### src/rtl/bip_run_ctrl.sv
// UART command sequencer for the BIP: loads program words, runs the core under a watchdog,
// then streams the first data-memory words back to the host.
module bip_run_ctrl #(
    parameter int unsigned ADDR_W     = 12,
    parameter int unsigned DATA_W     = 16,
    parameter int unsigned DUMP_WORDS = 16,
    parameter int unsigned TIMEOUT    = 4096
) (
    input  logic              clk,
    input  logic              reset,
    input  logic [7:0]        rx_data,
    input  logic              rx_done,
    output logic [7:0]        tx_data,
    output logic              tx_start,
    input  logic              tx_done,
    input  logic              halt,
    input  logic [DATA_W-1:0] dm_rdata,
    output logic              wr_pm,
    output logic              rd_dm,
    output logic              bip_reset,
    output logic [ADDR_W-1:0] mem_addr,
    output logic [DATA_W-1:0] mem_wdata,
    output logic [7:0]        status
);

    localparam int unsigned CYC_W = $clog2(TIMEOUT + 1);
    localparam int unsigned IDX_W = 9;

    typedef enum logic [3:0] {
        StIdle    = 4'd0,
        StLdCnt   = 4'd1,
        StLdHi    = 4'd2,
        StLdLo    = 4'd3,
        StLdWr    = 4'd4,
        StRun     = 4'd5,
        StWait    = 4'd6,
        StDumpRd  = 4'd7,
        StDumpCap = 4'd8,
        StDumpLo  = 4'd9
    } state_t;

    state_t            state;
    state_t            ret_state;
    logic [ADDR_W-1:0] word_idx;
    logic [ADDR_W-1:0] word_cnt;
    logic [CYC_W-1:0]  cyc_cnt;
    logic [IDX_W-1:0]  dump_idx;
    logic [7:0]        dump_lo;
    logic              running;
    logic              halted;
    logic              timed_out;
    logic              loaded;

    always_ff @(posedge clk or negedge reset) begin
        if (!reset) begin
            state     <= StIdle;
            ret_state <= StIdle;
            word_idx  <= '0;
            word_cnt  <= '0;
            cyc_cnt   <= '0;
            dump_idx  <= '0;
            dump_lo   <= '0;
            running   <= 1'b0;
            halted    <= 1'b0;
            timed_out <= 1'b0;
            loaded    <= 1'b0;
            tx_data   <= '0;
            tx_start  <= 1'b0;
            wr_pm     <= 1'b0;
            rd_dm     <= 1'b0;
            bip_reset <= 1'b1;
            mem_addr  <= '0;
            mem_wdata <= '0;
            status    <= '0;
        end else begin
            tx_start <= 1'b0;
            wr_pm    <= 1'b0;
            rd_dm    <= 1'b0;
            status   <= {state, running, halted, timed_out, loaded};
            case (state)
                StIdle: begin
                    if (rx_done) begin
                        if (rx_data == 8'h4C) begin
                            state <= StLdCnt;
                        end else if (rx_data == 8'h52) begin
                            halted    <= 1'b0;
                            timed_out <= 1'b0;
                            running   <= 1'b1;
                            bip_reset <= 1'b0;
                            cyc_cnt   <= '0;
                            state     <= StRun;
                        end else begin
                            tx_start  <= 1'b1;
                            tx_data   <= 8'h3F;
                            ret_state <= StIdle;
                            state     <= StWait;
                        end
                    end
                end
                StLdCnt: begin
                    if (rx_done) begin
                        // A count byte of zero stands for a full 256-word image.
                        word_cnt <= (rx_data == 8'd0) ? ADDR_W'(256) : ADDR_W'(rx_data);
                        word_idx <= '0;
                        state    <= StLdHi;
                    end
                end
                StLdHi: begin
                    if (rx_done) begin
                        mem_wdata[DATA_W-1 -: 8] <= rx_data;
                        state                    <= StLdLo;
                    end
                end
                StLdLo: begin
                    if (rx_done) begin
                        mem_wdata[7:0] <= rx_data;
                        mem_addr       <= word_idx;
                        wr_pm          <= 1'b1;
                        state          <= StLdWr;
                    end
                end
                StLdWr: begin
                    word_idx <= word_idx + ADDR_W'(1);
                    if ((word_idx + ADDR_W'(1)) == word_cnt) begin
                        loaded    <= 1'b1;
                        tx_start  <= 1'b1;
                        tx_data   <= 8'h4B;
                        ret_state <= StIdle;
                        state     <= StWait;
                    end else begin
                        state <= StLdHi;
                    end
                end
                StRun: begin
                    cyc_cnt <= cyc_cnt + CYC_W'(1);
                    // Halt takes priority over a watchdog expiry in the same cycle.
                    if (halt || (cyc_cnt == CYC_W'(TIMEOUT - 1))) begin
                        bip_reset <= 1'b1;
                        running   <= 1'b0;
                        halted    <= halt;
                        timed_out <= !halt;
                        tx_start  <= 1'b1;
                        tx_data   <= halt ? 8'h48 : 8'h54;
                        dump_idx  <= '0;
                        ret_state <= StDumpRd;
                        state     <= StWait;
                    end
                end
                StWait: begin
                    if (tx_done) begin
                        state <= ret_state;
                        if (ret_state == StDumpRd) begin
                            rd_dm    <= 1'b1;
                            mem_addr <= ADDR_W'(dump_idx);
                        end
                    end
                end
                StDumpRd: begin
                    state <= StDumpCap;
                end
                StDumpCap: begin
                    dump_lo   <= dm_rdata[7:0];
                    tx_start  <= 1'b1;
                    tx_data   <= dm_rdata[DATA_W-1 -: 8];
                    ret_state <= StDumpLo;
                    state     <= StWait;
                end
                StDumpLo: begin
                    tx_start  <= 1'b1;
                    tx_data   <= dump_lo;
                    dump_idx  <= dump_idx + IDX_W'(1);
                    ret_state <= (dump_idx == IDX_W'(DUMP_WORDS - 1)) ? StIdle : StDumpRd;
                    state     <= StWait;
                end
                default: begin
                    state <= StIdle;
                end
            endcase
        end
    end

endmodule

### config.mk
export PLATFORM = sky130hd
export DESIGN_NAME = bip_run_ctrl
export DESIGN_NICKNAME = d
export VERILOG_FILES = /design/src/rtl/bip_run_ctrl.sv
export SDC_FILE = /design/constraint.sdc
export NUM_CORES = 1
export LEC_CHECK = 0
export BUFFER_PORTS_ARGS = -buffer_cell sky130_fd_sc_hd__buf_4
export CORE_ASPECT_RATIO = 0.7
export CORE_MARGIN = 2
export CORE_UTILIZATION = 30
export DETAILED_ROUTE_END_ITERATION = 6
export SLEW_MARGIN = 20
export SYNTH_ARGS = -nofsm -noshare
export SYNTH_HDL_FRONTEND = slang
export SYNTH_SLANG_ARGS = --single-unit
### constraint.sdc
create_clock -name clk -period 4.85 [get_ports clk]
set_clock_uncertainty 0.05 [all_clocks]
set_input_delay 0.485 -clock clk [delete_from_list [all_inputs] [get_ports clk]]
set_output_delay 0.485 -clock clk [all_outputs]
set_load 0.05 [all_outputs]
==> results.cfg <==
[floorplan]
row_count = 40
die_x_um = 163
core_area_um2 = 17300
die_height_um = 116
initial_core_util_pct = 30.9
dieArea_um2 = 18900
io_pins = 77

[worst_setup_path]
critPathArrivalTime_ns = 3.36
worst-path-buf-inv = 0
crit_required_ns = 5.04
crit_chain = nand3_1, a2111o_1, a222oi_1, and4_1, nor3_4, mux2_4
slowest_stage = dfrtp_1
critPathKind = flop to flop
setup.worst_path.end_class = flop
max_stage_delay_ns = 0.65
crit_path_max_fanout = 14
crit_family = simple AND/OR/NAND/NOR gates
cp-start-kind = flop

[cts]
cts_tree = done
cts_made_buffers = 9
clock_sinks = 110
clockBufferDepth = 2
clk_latency_ns = 0.35
cts_max_level = 3
cts_setup_buffers = 0
cts_hold_buf = 0
root_buffer = clkbuf_16
clk_pin_slew_ns = 0.08
cts_resized = 0

[global_route]
grt_pass1_vias = 4122
grt_pass1_wl_um = 22600
use_met2_pct = 21.8
grt_usage_pct = 15.3
gr-usage-met3_pct = 3.22
met1_usage_pct = 23.3
grt_overflow = 0
grt-busiest-layer = met1
antenna_found_initial = 0
grt_max_degree = 82

[final_layout]
diodes = 0
register_area_um2 = 2750
fillers = 1724
multi_input_comb_area_um2 = 2400
fin_cells = 827
finalNetCount = 623
area_growth_pct = 19.6
drive_gt1_share_pct = 24.3

[drt]
firstDrtPassIters = 5
via_count = 4267
ant_nets = 0
via_per_inst = 5.16
routed_wirelength_um = 13900
drt-initial-drc-count = 305
drc_errors = 0
wire_per_inst_um = 16.8

[synthesis]
synth_area_um2 = 5330
synthCells = 530
yosysSeqAreaShare_pct = 51.7
synth-seq-cells = 110
syn_area_per_cell_um2 = 10.1
syn_nets = 562
synth_async_sr_flop_share_pct = 100
synth_area_leader_cell = dfrtp_1
synth-edff-count = 0
synth_commonest_cells = 109 x dfrtp_1, 64 x o21ai_0, 60 x nand2_1
synth_ff_type = dfrtp_1
yosys.area.top_type_share_pct = 51.2
yosysMostFrequentCell = dfrtp_1
synth.area.top_cells = dfrtp_1 51%, mux2_2 7.4%, o21ai_0 6.0%
synth_cell_type_count = 53
yosys_warnings = 0

[power]
ir_worst_vdd_uv = 490
power_density_nw_per_um2 = 686
p_leak_nw = 2.78
p_total_mw = 4.38

[placed_design]
dp_hpwl_um = 10200
portBuffers = 76
gp_congestion = 0.843
dp_cells = 811

[run]
max_cap_violations = 0

[timing]
rsz0062_at_grt = false
worstMarginPinSlew_ns = 0.951
clock.fmax_mhz = 315
finalCritPeriodShare_pct = 65.5
relSlewSlack_pct = 35.9
hold_violations = 0
fin_crit_ns = 3.17
report.final.slew_viol_count = 0
setup_viol = 0
tns_ns = 0

[worst_hold_path]
hp-class = input port to asynchronous set/reset pin

[run_status]
status = finished clean
-- path summary, 6_finish.rpt --
path | endpoint | from | depth (start not counted) | slack [ns]
max | ret_state[2] | word_idx[2] | 6 | 1.68
max in group asynchronous | status[2] | reset | 2 | 3.75
max reg2reg | ret_state[2] | word_idx[2] | 6 | 1.68
min | mem_wdata[14] | reset | 1 | 0.11
min reg2reg | status[2] | halted | 0 | 0.32
min in group clk | dump_lo[1] | dm_rdata[1] | 2 | 0.32
-- per-layer routing --
layer / up-vias / routed length [um]
met5: - / 0
met4: 0 / 189
met3: 14 / 687
met2: 108 / 5710
met1: 2116 / 7290
li1: 2029 / -
-- cell type report --
type / instances / area share [%]
well taps: 231 / 4.53
clock buffers: 9 / 3.53
flip-flops and latches: 110 / 43.2
multi-input cells: 381 / 37.6
repair buffers: 78 / 9.24
inverters: 11 / 0.647
clock inverters: 7 / 1.24
-- sequential cells by signal, summed over array words and instances (netlist names), 3 cells and up --
signal and count:
mem_addr 12, mem_wdata 16, word_idx 12, status 8
ret_state 3, dump_idx 9, word_cnt 9, tx_data 8
cyc_cnt 13, dump_lo 8, state 4
-- stage by stage --
step                setup slack (ns)  hold WS [ns]  utilization, %  area [um2]
finish                          1.68         0.114            36.9        6380
global route                    1.47         0.182            36.9        6380
CTS                             1.73         0.295            36.9        6370
detailed placement              1.75         0.309            35.2        6070
global placement                1.82         0.307            35.2        6070
floorplan                       2.26         0.139               -        5330
-- power breakdown --
group	leakage, nW	switching, mW	internal [mW]	total, mW
combinational	1.24	1.23	0.700	1.93
sequential	1.38	0.388	1.30	1.68
clock	0.151	0.353	0.408	0.761
total	2.78	1.97	2.40	4.38
-- logic make-up after synthesis --
group | after synthesis | share of synthesized area [%]
mux | 49 | 10.4
buf+inv | 39 | 3.33
xor+xnor | 13 | 2.14
compound gates | 128 | 15.0
simple gates | 188 | 16.7
fa+ha+maj | 3 | 0.704
flops | 110 | 51.7
-- cell usage in the layout, fill, tap and decap left out, types with 2 or more instances in the layout --
cell type / synthesis / routed
o21ai_1: 2 / 2
or3_1: 4 / 4
o311ai_0: 2 / 2
o21ai_0: 64 / 64
o32ai_1: 4 / 4
and3_1: 8 / 8
o41ai_1: 5 / 5
dfrtp_1: 109 / 109
xnor2_1: 8 / 8
xor2_1: 5 / 5
nor3_1: 11 / 11
nor4_1: 3 / 3
clkbuf_16: 0 / 9
inv_1: 11 / 11
a211oi_1: 3 / 3
mux2i_1: 10 / 10
nand2b_1: 6 / 6
nand2_1: 60 / 60
nor2_1: 53 / 53
a21oi_1: 10 / 10
or2_2: 3 / 3
o31ai_1: 7 / 7
a211o_1: 3 / 3
mux2_4: 4 / 4
and2_1: 2 / 2
a31oi_1: 17 / 17
nor2b_1: 6 / 6
a22o_1: 2 / 2
inv_6: 0 / 3
nand3_1: 15 / 15
mux2_2: 35 / 35
buf_4: 0 / 77
clkinv_4: 0 / 2
nand4_1: 9 / 9
ha_1: 3 / 3
Note: power is estimated with default switching activity, not from simulation.
